==> src/rtl/id_ex_stage.sv <==
// ---------------------------------------------------------------------------
// id_ex_stage
//
// ID/EX pipeline register of the RV32I core. It also holds the load-use
// hazard detector and the stall/flush event counters.
//
// Each rising edge does one of four things, in priority order:
//   ex_flush : load a bubble. EX is cleared and the taken branch squashes
//              the younger slot.
//   hold     : keep every ex_* register. MEM is busy.
//   hazard   : load a bubble. The load in EX has not produced its data yet,
//              so the dependent instruction waits in ID.
//   default  : capture the ID fields.
//
// Ports
//   clk, reset            clock, async active-high reset
//   id_valid, id_pc       ID slot valid / PC
//   id_rs1/rs2/rd         register indices
//   id_use_rs1/rs2        instruction really reads rs1 / rs2
//   id_rs1/rs2_dout       register-file read data
//   id_imm                sign-extended immediate
//   id_ctrl[9:0]          {reg_write, mem_read, mem_write, mem_to_reg,
//                          alu_src, branch, alu_op[3:0]}
//   ex_flush              branch taken in EX this cycle
//   hold                  downstream busy, freeze this register
//   stall                 combinational, freezes PC and IF/ID
//   ex_*                  registered copies of the id_* fields
//   stall_cnt, flush_cnt  saturating event counters
// ---------------------------------------------------------------------------
module id_ex_stage #(
    parameter int REG_WIDTH = 32,
    parameter int PC_WIDTH  = 32,
    parameter int CNT_WIDTH = 16
) (
    input  logic                 clk,
    input  logic                 reset,

    input  logic                 id_valid,
    input  logic [PC_WIDTH-1:0]  id_pc,
    input  logic [4:0]           id_rs1,
    input  logic [4:0]           id_rs2,
    input  logic [4:0]           id_rd,
    input  logic                 id_use_rs1,
    input  logic                 id_use_rs2,
    input  logic [REG_WIDTH-1:0] id_rs1_dout,
    input  logic [REG_WIDTH-1:0] id_rs2_dout,
    input  logic [REG_WIDTH-1:0] id_imm,
    input  logic [9:0]           id_ctrl,

    input  logic                 ex_flush,
    input  logic                 hold,

    output logic                 stall,

    output logic                 ex_valid,
    output logic [PC_WIDTH-1:0]  ex_pc,
    output logic [4:0]           ex_rs1,
    output logic [4:0]           ex_rs2,
    output logic [4:0]           ex_rd,
    output logic [REG_WIDTH-1:0] ex_rs1_dout,
    output logic [REG_WIDTH-1:0] ex_rs2_dout,
    output logic [REG_WIDTH-1:0] ex_imm,
    output logic [9:0]           ex_ctrl,

    output logic [CNT_WIDTH-1:0] stall_cnt,
    output logic [CNT_WIDTH-1:0] flush_cnt
);

    // Bit positions inside the control bundle.
    localparam int CTRL_REG_WRITE  = 9;
    localparam int CTRL_MEM_READ   = 8;
    localparam int CTRL_MEM_WRITE  = 7;
    localparam int CTRL_MEM_TO_REG = 6;
    localparam int CTRL_ALU_SRC    = 5;
    localparam int CTRL_BRANCH     = 4;

    localparam logic [CNT_WIDTH-1:0] CNT_ONE = CNT_WIDTH'(1);
    localparam logic [CNT_WIDTH-1:0] CNT_MAX = '1;

    // -----------------------------------------------------------------------
    // Load-use hazard detection
    // -----------------------------------------------------------------------
    logic ex_is_load;
    logic rs1_match;
    logic rs2_match;
    logic hazard;

    // A load that targets x0 never produces a value anyone waits for.
    assign ex_is_load = ex_valid & ex_ctrl[CTRL_MEM_READ] & (ex_rd != 5'd0);

    // An operand the instruction does not read cannot create a dependency.
    assign rs1_match  = id_use_rs1 & (id_rs1 == ex_rd);
    assign rs2_match  = id_use_rs2 & (id_rs2 == ex_rd);

    assign hazard     = ex_is_load & id_valid & (rs1_match | rs2_match);

    // A flush squashes ID anyway, so freezing upstream would only waste a
    // cycle. A hold also freezes upstream, which keeps IF/ID aligned with EX.
    assign stall      = (hazard | hold) & ~ex_flush;

    // -----------------------------------------------------------------------
    // Next-state selection
    // -----------------------------------------------------------------------
    logic load_bubble;   // EX gets an empty slot (flush or hazard)
    logic capture;       // EX takes the ID contents
    logic hazard_bubble; // bubble caused by the load-use hazard alone

    assign load_bubble   = ex_flush | (~hold & hazard);
    assign capture       = ~ex_flush & ~hold & ~hazard;
    assign hazard_bubble = ~ex_flush & ~hold & hazard;

    // -----------------------------------------------------------------------
    // Pipeline register
    // -----------------------------------------------------------------------
    always_ff @(posedge clk or posedge reset) begin
        if (reset) begin
            ex_valid    <= 1'b0;
            ex_pc       <= '0;
            ex_rs1      <= '0;
            ex_rs2      <= '0;
            ex_rd       <= '0;
            ex_rs1_dout <= '0;
            ex_rs2_dout <= '0;
            ex_imm      <= '0;
            ex_ctrl     <= '0;
        end else if (load_bubble) begin
            // Data fields are don't-care in a bubble. They are zeroed so
            // that stale operands never appear on the EX buses.
            ex_valid    <= 1'b0;
            ex_pc       <= '0;
            ex_rs1      <= '0;
            ex_rs2      <= '0;
            ex_rd       <= '0;
            ex_rs1_dout <= '0;
            ex_rs2_dout <= '0;
            ex_imm      <= '0;
            ex_ctrl     <= '0;
        end else if (capture) begin
            ex_valid    <= id_valid;
            ex_pc       <= id_pc;
            ex_rs1      <= id_rs1;
            ex_rs2      <= id_rs2;
            ex_rd       <= id_rd;
            ex_rs1_dout <= id_rs1_dout;
            ex_rs2_dout <= id_rs2_dout;
            ex_imm      <= id_imm;
            // An invalid slot must not carry side effects (reg_write,
            // mem_write, branch) into EX.
            ex_ctrl     <= id_valid ? id_ctrl : 10'd0;
        end
        // The remaining case is hold, and every register keeps its value.
    end

    // -----------------------------------------------------------------------
    // Event counters (saturating)
    // -----------------------------------------------------------------------
    // Stalls caused only by hold are MEM's cost, not a load-use penalty, so
    // only bubbles created by the hazard are counted.
    always_ff @(posedge clk or posedge reset) begin
        if (reset) begin
            stall_cnt <= '0;
        end else if (hazard_bubble && (stall_cnt != CNT_MAX)) begin
            stall_cnt <= stall_cnt + CNT_ONE;
        end
    end

    // Every flush is counted, even one that squashes an empty slot.
    always_ff @(posedge clk or posedge reset) begin
        if (reset) begin
            flush_cnt <= '0;
        end else if (ex_flush && (flush_cnt != CNT_MAX)) begin
            flush_cnt <= flush_cnt + CNT_ONE;
        end
    end

    // The named control bits document the bundle layout. Only mem_read is
    // used in this stage.
    logic unused_ctrl_bits;
    assign unused_ctrl_bits = ^{ex_ctrl[CTRL_REG_WRITE], ex_ctrl[CTRL_MEM_WRITE],
                                ex_ctrl[CTRL_MEM_TO_REG], ex_ctrl[CTRL_ALU_SRC],
                                ex_ctrl[CTRL_BRANCH]};

endmodule
==> config.mk <==
export PLATFORM = sky130hd
export DESIGN_NAME = id_ex_stage
export DESIGN_NICKNAME = d
export VERILOG_FILES = /design/src/rtl/id_ex_stage.sv
export SDC_FILE = /design/constraint.sdc
export NUM_CORES = 1
export LEC_CHECK = 0
export ABC_CLOCK_PERIOD_IN_PS = 6900
export CAP_MARGIN = 15
export CORE_ASPECT_RATIO = 0.7
export CORE_MARGIN = 2
export CORE_UTILIZATION = 37
export CTS_CLUSTER_DIAMETER = 120
export CTS_CLUSTER_SIZE = 16
export DETAILED_ROUTE_END_ITERATION = 10
export PLACE_DENSITY = 0.77
export SLEW_MARGIN = 20
export SYNTH_ARGS = -nofsm -noshare
export SYNTH_HDL_FRONTEND = slang
export SYNTH_SLANG_ARGS = --single-unit
==> constraint.sdc <==
create_clock -name clk -period 6.9 [get_ports clk]
set_clock_uncertainty 0.15 [all_clocks]
set_input_delay 1.38 -clock clk [delete_from_list [all_inputs] [get_ports clk]]
set_output_delay 1.38 -clock clk [all_outputs]
set_load 0.02 [all_outputs]
==> run_results.csv, run 1 <==
group,metric,value,unit
status,run_status,"finished, final reports clean",
drt,detail_route.iter0.violations,446,
timing,maxClockFrequency,199,MHz
yosys,synth_edf_count,0,
finish,layout.nets,1014,
global_routing,global_route.usage.total,21.0,%
drt,dr.max_layer_used,"met4",
drt,met2_wirelength,9990,µm
floorplan,chipWidth,170,µm
power,p_leak,4.95,nW
place,dp_slack,1.89,ns
global_routing,antenna_found_initial,0,
global_routing,grt_start_max_net_pins,100,
floorplan,initial_utilization,37.8,%
clocking,clk_path_buf_depth,2,
setup_path,critical_path_class,"in2out",
power,power.share.combinational,18.4,%
finish,area_delta_synth_final,59.2,%
timing,setup_total_negative_slack,0,ns
timing,max_slew.worst_pin.slew,1.00,ns
setup_path,worst_setup_path_end_kind,"output pin",
power,power_switching,736,µW
place,globalplace.congestion,0.895,
clocking,cts.sinks,186,
floorplan,fp.dieH,120,µm
drt,wl_per_cell,19.3,µm
yosys,seq_area_frac_synth,65.1,%
clocking,clock_network_latency_to_the_later_pin_of_the_worst_skew_pair,0.42,ns
clocking,clk_root_buffer_cell,"clkbuf_16",
finish,final.fill_count,1550,
clocking,cts_repair_resize_count,0,
yosys,synth_fp_nets,680,
finish,layout-drive-gt1-share,5.44,%
yosys,mappedNetlistArea,7150,µm²
global_routing,grt_pass1_vias,6031,
power,p_per_area,231,nW/µm²
power,clock_network_power_share,35.2,%
clocking,numCtsBuffers,17,
setup_path,critical_path.cell_chain,"clkdlybuf4s50_1 -> xnor2_1 -> nand4_1 -> o22ai_1 -> a21oi_1 -> nor2_1 -> clkdlybuf4s50_1",
timing,report.final.hold_viol_count,0,
floorplan,die-area,20500,µm²
flow_run,maxCapViolations,0,
global_routing,global_route_wire_length_before_repair,33400,µm
setup_path,crit_path_slowest_cell,"clkdlybuf4s50_1",
timing,maxSlewViolCount,0,
floorplan,io_pins,347,
finish,multi_input_comb_area,2310,µm²
power,share_seq_of_total_power,46.3,%
yosys,number_of_warnings_reported_in_the_yosys_synthesis_log,0,
yosys,avgSynthCellArea,13.8,µm²
setup_path,critPathRequiredTime,5.37,ns
floorplan,core.rowCount,42,
setup_path,worst_path_largest_cell_delay,0.62,ns
clocking,cts_setup_buffers,0,
drt,met3_wire_length,1720,µm
drt,dr_total_vias,5803,
timing,final_min_period_over_clock_period,72.7,%
drt,wirelength,21400,µm
setup_path,worst-path-max-fanout,5,
clocking,cts-htree-levels,4,
timing,final_setup_violation_count,0,
clocking,clkSlewWorstSetupHoldPaths,0.07,ns
finish,antennaDiodeCount,0,
drt,detail_route.first_pass.iterations,4,
clocking,tritoncts,"yes",
finish,register_area,4650,µm²
yosys,yosys_most_used_dff,"dfrtp_1",
setup_path,arrival,3.49,ns
drt,detail_route.vias_per_cell,5.25,
timing,setup_slack,1.88,ns
timing,rsz0062_at_grt,"no",
global_routing,overflow,0,
min_path,timing.hold.worst.class,"reg2reg",
drt,detail_route.drc_violations,0,
finish,mostFrequentLayoutCell,"clkdlybuf4s50_1",
power,vdd.ir_drop.worst,0.169,mV
timing,slew_headroom,32.9,%
place,port_buffers,346,
yosys,yosys.cell_types.count,33,
timing,min_period,5.02,ns
drt,antenna_left,0,
yosys,synthArstFlopShare,100,%
floorplan,core-area,18900,µm²
clocking,ctsHoldBuffers,0,
yosys,postSynthRegisterBits,186,
finish,layout_common_cells,"clkdlybuf4s50_1, dfrtp_1, a22o_1, xnor2_1",
power,intPower,1.89,mW
place,detailed_place_hpwl,15200,µm
setup_path,start_kind,"input port",
power,switching_share,28.0,%
drt,wirelength_met1,9280,µm
setup_path,critPathMostFrequentCell,"clkdlybuf4s50_1",
yosys,syn_inst,518,
==> critical path, delay by kind of cell <==
family / cells / cell delay [ns]
and+or+nand+nor: 2 / 0.28
buffers and inverters: 2 / 1.14
AOI/OAI and AO/OA: 2 / 0.56
xor gates and xnor gates: 1 / 0.13
==> Yosys cell counts, types with 2 or more instances <==
library cell  number  area, µm²
buf_2              9       45.0
clkbuf_1          21       78.8
ha_1               2       25.0
nor4_1             3       18.8
nand4_1           12       75.1
nor2_1            17       63.8
a22o_1           144       1260
a32o_1            10        100
xnor2_1           31        272
dfrtp_1          186       4650
nand2_1           11       41.3
mux2_2             4       45.0
and3_1             8       50.1
o211ai_1           5       37.5
xor2_1             7       61.3
inv_1              3       11.3
nor3_1             4       20.0
buf_4              7       52.6
o2111ai_1          8       70.1
and4_1             2       17.5
nand3_1           12       60.1
==> final cells by class <==
class / instances / share of cell area, %
Timing Repair Buffer: 352 / 31.0
Clock buffer: 17 / 3.74
Clock inverter: 14 / 1.18
Multi-Input combinational cell: 291 / 20.3
Inverter: 4 / 0.176
Tap cell: 242 / 2.66
Sequential cell: 186 / 40.9
==> sequential cells by signal, indices dropped and copies added (netlist names), 10 cells and up <==
register	count
ex_imm	32
ex_pc	32
ex_rs1_dout	32
ex_rs2_dout	32
flush_cnt	16
stall_cnt	16
ex_ctrl	10
==> routing by layer <==
metal,vias up,global-route usage [%]
met5,-,0
met4,0,6.68
met2,250,33.7
met3,33,6.02
met1,2870,27.7
li1,2650,-
==> through the flow <==
step                      power, mW  util (%)  hold slack, ns  instances  instance area [µm²]
after global placement         1.72      57.2           0.323       1075                10800
after floorplan                1.44         -           0.445        518                 7150
after global routing           2.75      60.2           0.365       1106                11400
after detailed placement       1.73      57.2           0.334       1075                10800
after CTS                      2.66      60.2           0.348       1106                11400
final                          2.63      60.2           0.346       1106                11400
==> logic make-up (layout without fill, tap and decap cells) <==
| group | Yosys count | in the layout | synth area share (%) |
|---|---|---|---|
| multiplexers | 4 | 4 | 0.630 |
| AO/OA/AOI/OAI | 173 | 173 | 21.3 |
| flip-flops | 186 | 186 | 65.1 |
| buffers and inverters | 41 | 387 | 2.68 |
| AND/OR/NAND/NOR | 74 | 74 | 5.30 |
| XOR/XNOR | 38 | 38 | 4.65 |
| adder cells (fa/ha/maj) | 2 | 2 | 0.350 |
==> power by group through the flow <==
| stage | sequential [mW] | clock (mW) | combinational, mW |
|---|---|---|---|
| after CTS | 1.22 | 0.951 | 0.491 |
| after detailed placement | 1.24 | 0 | 0.490 |
| after global placement | 1.24 | 0 | 0.484 |
| final | 1.22 | 0.926 | 0.484 |
| after global routing | 1.23 | 1.00 | 0.517 |
| after floorplan | 1.32 | 0 | 0.129 |
==> worst paths after layout <==
check	from	endpoint	slack [ns]	cells after the start
worst max-delay path	id_rs2[4]	stall	1.88	7
worst min-delay path	flush_cnt[9]	flush_cnt[9]	0.35	1
worst max register to register	ex_rd[1]	ex_pc[1]	3.82	7
worst min register to register	flush_cnt[9]	flush_cnt[9]	0.35	1
max in group asynchronous	reset	ex_imm[4]	4.31	3
min in group asynchronous	reset	ex_rs2_dout[17]	1.28	2
Note: power is estimated with default switching activity, not from simulation.
==> run 2: changes to the inputs <==
ABC_CLOCK_PERIOD_IN_PS = 4480   (was 6900)
clock period = 4.48 ns   (was 6.9 ns; I/O delays follow)
==> run_results.csv, run 2 (synthesis results as in run 1) <==
group,metric,value,unit
timing,hold_ws,0.346,ns
setup_path,arrival,2.86,ns
timing,max_slew.worst_pin.slew,0.940,ns
place,globalplace.congestion,0.823,
setup_path,worst-path-max-fanout,5,
drt,detail_route.first_pass.iterations,4,
clocking,cts.sinks,186,
clocking,numCtsBuffers,17,
clocking,ctsHoldBuffers,0,
floorplan,core.rowCount,42,
drt,wirelength,21100,µm
timing,setup_total_negative_slack,0,ns
place,port_buffers,346,
clocking,tritoncts,"yes",
floorplan,die-area,20500,µm²
timing,final_min_period_over_clock_period,87.1,%
timing,report.final.hold_viol_count,0,
setup_path,start_kind,"input port",
drt,detail_route.drc_violations,0,
place,detailed_place_hpwl,15100,µm
setup_path,critical_path_class,"in2out",
setup_path,critPathRequiredTime,3.43,ns
min_path,timing.hold.worst.class,"reg2reg",
drt,wl_per_cell,19.1,µm
global_routing,antenna_found_initial,0,
place,dp_slack,0.610,ns
global_routing,global_route.usage.total,20.5,%
power,p_per_area,364,nW/µm²
drt,detail_route.iter0.violations,361,
place,detailed_place.area,10900,µm²
timing,final_setup_violation_count,0,
timing,rsz0062_at_grt,"no",
timing,maxSlewViolCount,0,
finish,number_of_non_filler_instances_in_the_completed_layout,1109,
finish,layout-drive-gt1-share,5.65,%
global_routing,grt_start_max_net_pins,124,
finish,antennaDiodeCount,0,
global_routing,grt_pass1_vias,5911,
power,totalPowerFinal,4.17,mW
timing,slew_headroom,37.3,%
global_routing,overflow,0,
power,p_leak,4.98,nW
floorplan,initial_utilization,37.8,%
clocking,clk_path_buf_depth,2,
clocking,cts_setup_buffers,0,
floorplan,fp.dieH,120,µm
status,run_status,"finished, final reports clean",
clocking,cts_repair_resize_count,0,
clocking,clock_network_latency_to_the_later_pin_of_the_worst_skew_pair,0.42,ns
power,vdd.ir_drop.worst,0.249,mV
place,numPlacedInstances,1077,
drt,dr_total_vias,5804,
flow_run,maxCapViolations,0,
finish,layout_common_cells,"clkdlybuf4s50_1, dfrtp_1, a22o_1, xnor2_1",
finish,area_delta_synth_final,60.2,%
floorplan,core-area,18900,µm²
clocking,cts-htree-levels,4,
setup_path,worst_setup_path_end_kind,"output pin",
drt,antenna_left,0,
finish,layout.cell_area.non_filler,11500,µm²
global_routing,global_route_wire_length_before_repair,32800,µm
clocking,clkSlewWorstSetupHoldPaths,0.07,ns
drt,detail_route.vias_per_cell,5.23,
clocking,clk_root_buffer_cell,"clkbuf_16",
floorplan,chipWidth,170,µm
timing,min_period,3.90,ns
timing,setup_slack,0.576,ns
timing,maxClockFrequency,256,MHz
finish,layout.nets,1016,
finish,mostFrequentLayoutCell,"clkdlybuf4s50_1",
finish,final_util,60.6,%
floorplan,io_pins,347,
[run 2: cell count changes in the layout (fill, tap and decap cells not counted), moves of 2 or more]
| cell | change |
|---|---|
| inv_8 | +3 |
| clkinv_2 | -2 |
| clkinv_4 | -2 |
| inv_6 | -2 |
[run 2: where the power goes]
part           internal (mW)  switching [mW]  leakage (nW)
clock network          0.807           0.735         0.293
logic                  0.399           0.350          2.21
registers               1.78          0.0912          2.48
total                   2.99            1.18          4.98
[run 2: final cells by class]
cell class,count,area (µm²)
fillers,1515,7460
clock buffers,18,429
repair buffers,354,3560
inverters,4,18.8
flip-flops and latches,186,4650
multi-input cells,291,2310
clock inverters,14,178
well taps,242,303
[run 2: critical path, stage by stage]
cell	delay [ns]
clkdlybuf4s50_1	0.51
xnor2_1	0.13
nand4_1	0.16
o22ai_1	0.19
buf_4	0.18
a21oi_1	0.06
nor2_1	0.08
clkdlybuf4s50_1	0.65
[run 2: worst paths after layout]
| kind | slack [ns] | from | end | depth (start not counted) |
|---|---|---|---|---|
| max in group asynchronous | 2.75 | reset | ex_rs2_dout[31] | 3 |
| worst max-delay path | 0.58 | id_rs1[2] | stall | 8 |
| min in group asynchronous | 0.80 | reset | ex_rs2_dout[28] | 3 |
| worst min register to register | 0.35 | ex_ctrl[0] | ex_ctrl[0] | 1 |
| worst min-delay path | 0.35 | ex_ctrl[0] | ex_ctrl[0] | 1 |
| worst max register to register | 1.76 | ex_rd[2] | ex_rs1_dout[11] | 6 |
[run 2: routing by layer]
layer | GRT usage (%) | wire length [µm] | up-vias | share of wire (%)
li1 | - | - | 2647 | -
met1 | 26.7 | 9140 | 2878 | 43
met5 | 0 | 0 | - | 0
met2 | 32.4 | 9780 | 237 | 46
met3 | 6.45 | 1620 | 42 | 7.7
met4 | 7.26 | 603 | 0 | 2.9
==> run 3: changes to the inputs <==
SLEW_MARGIN = 5   (was 20)
==> results of run 3 <==
Final layout, timing and power as in run 2 (identical DEF).
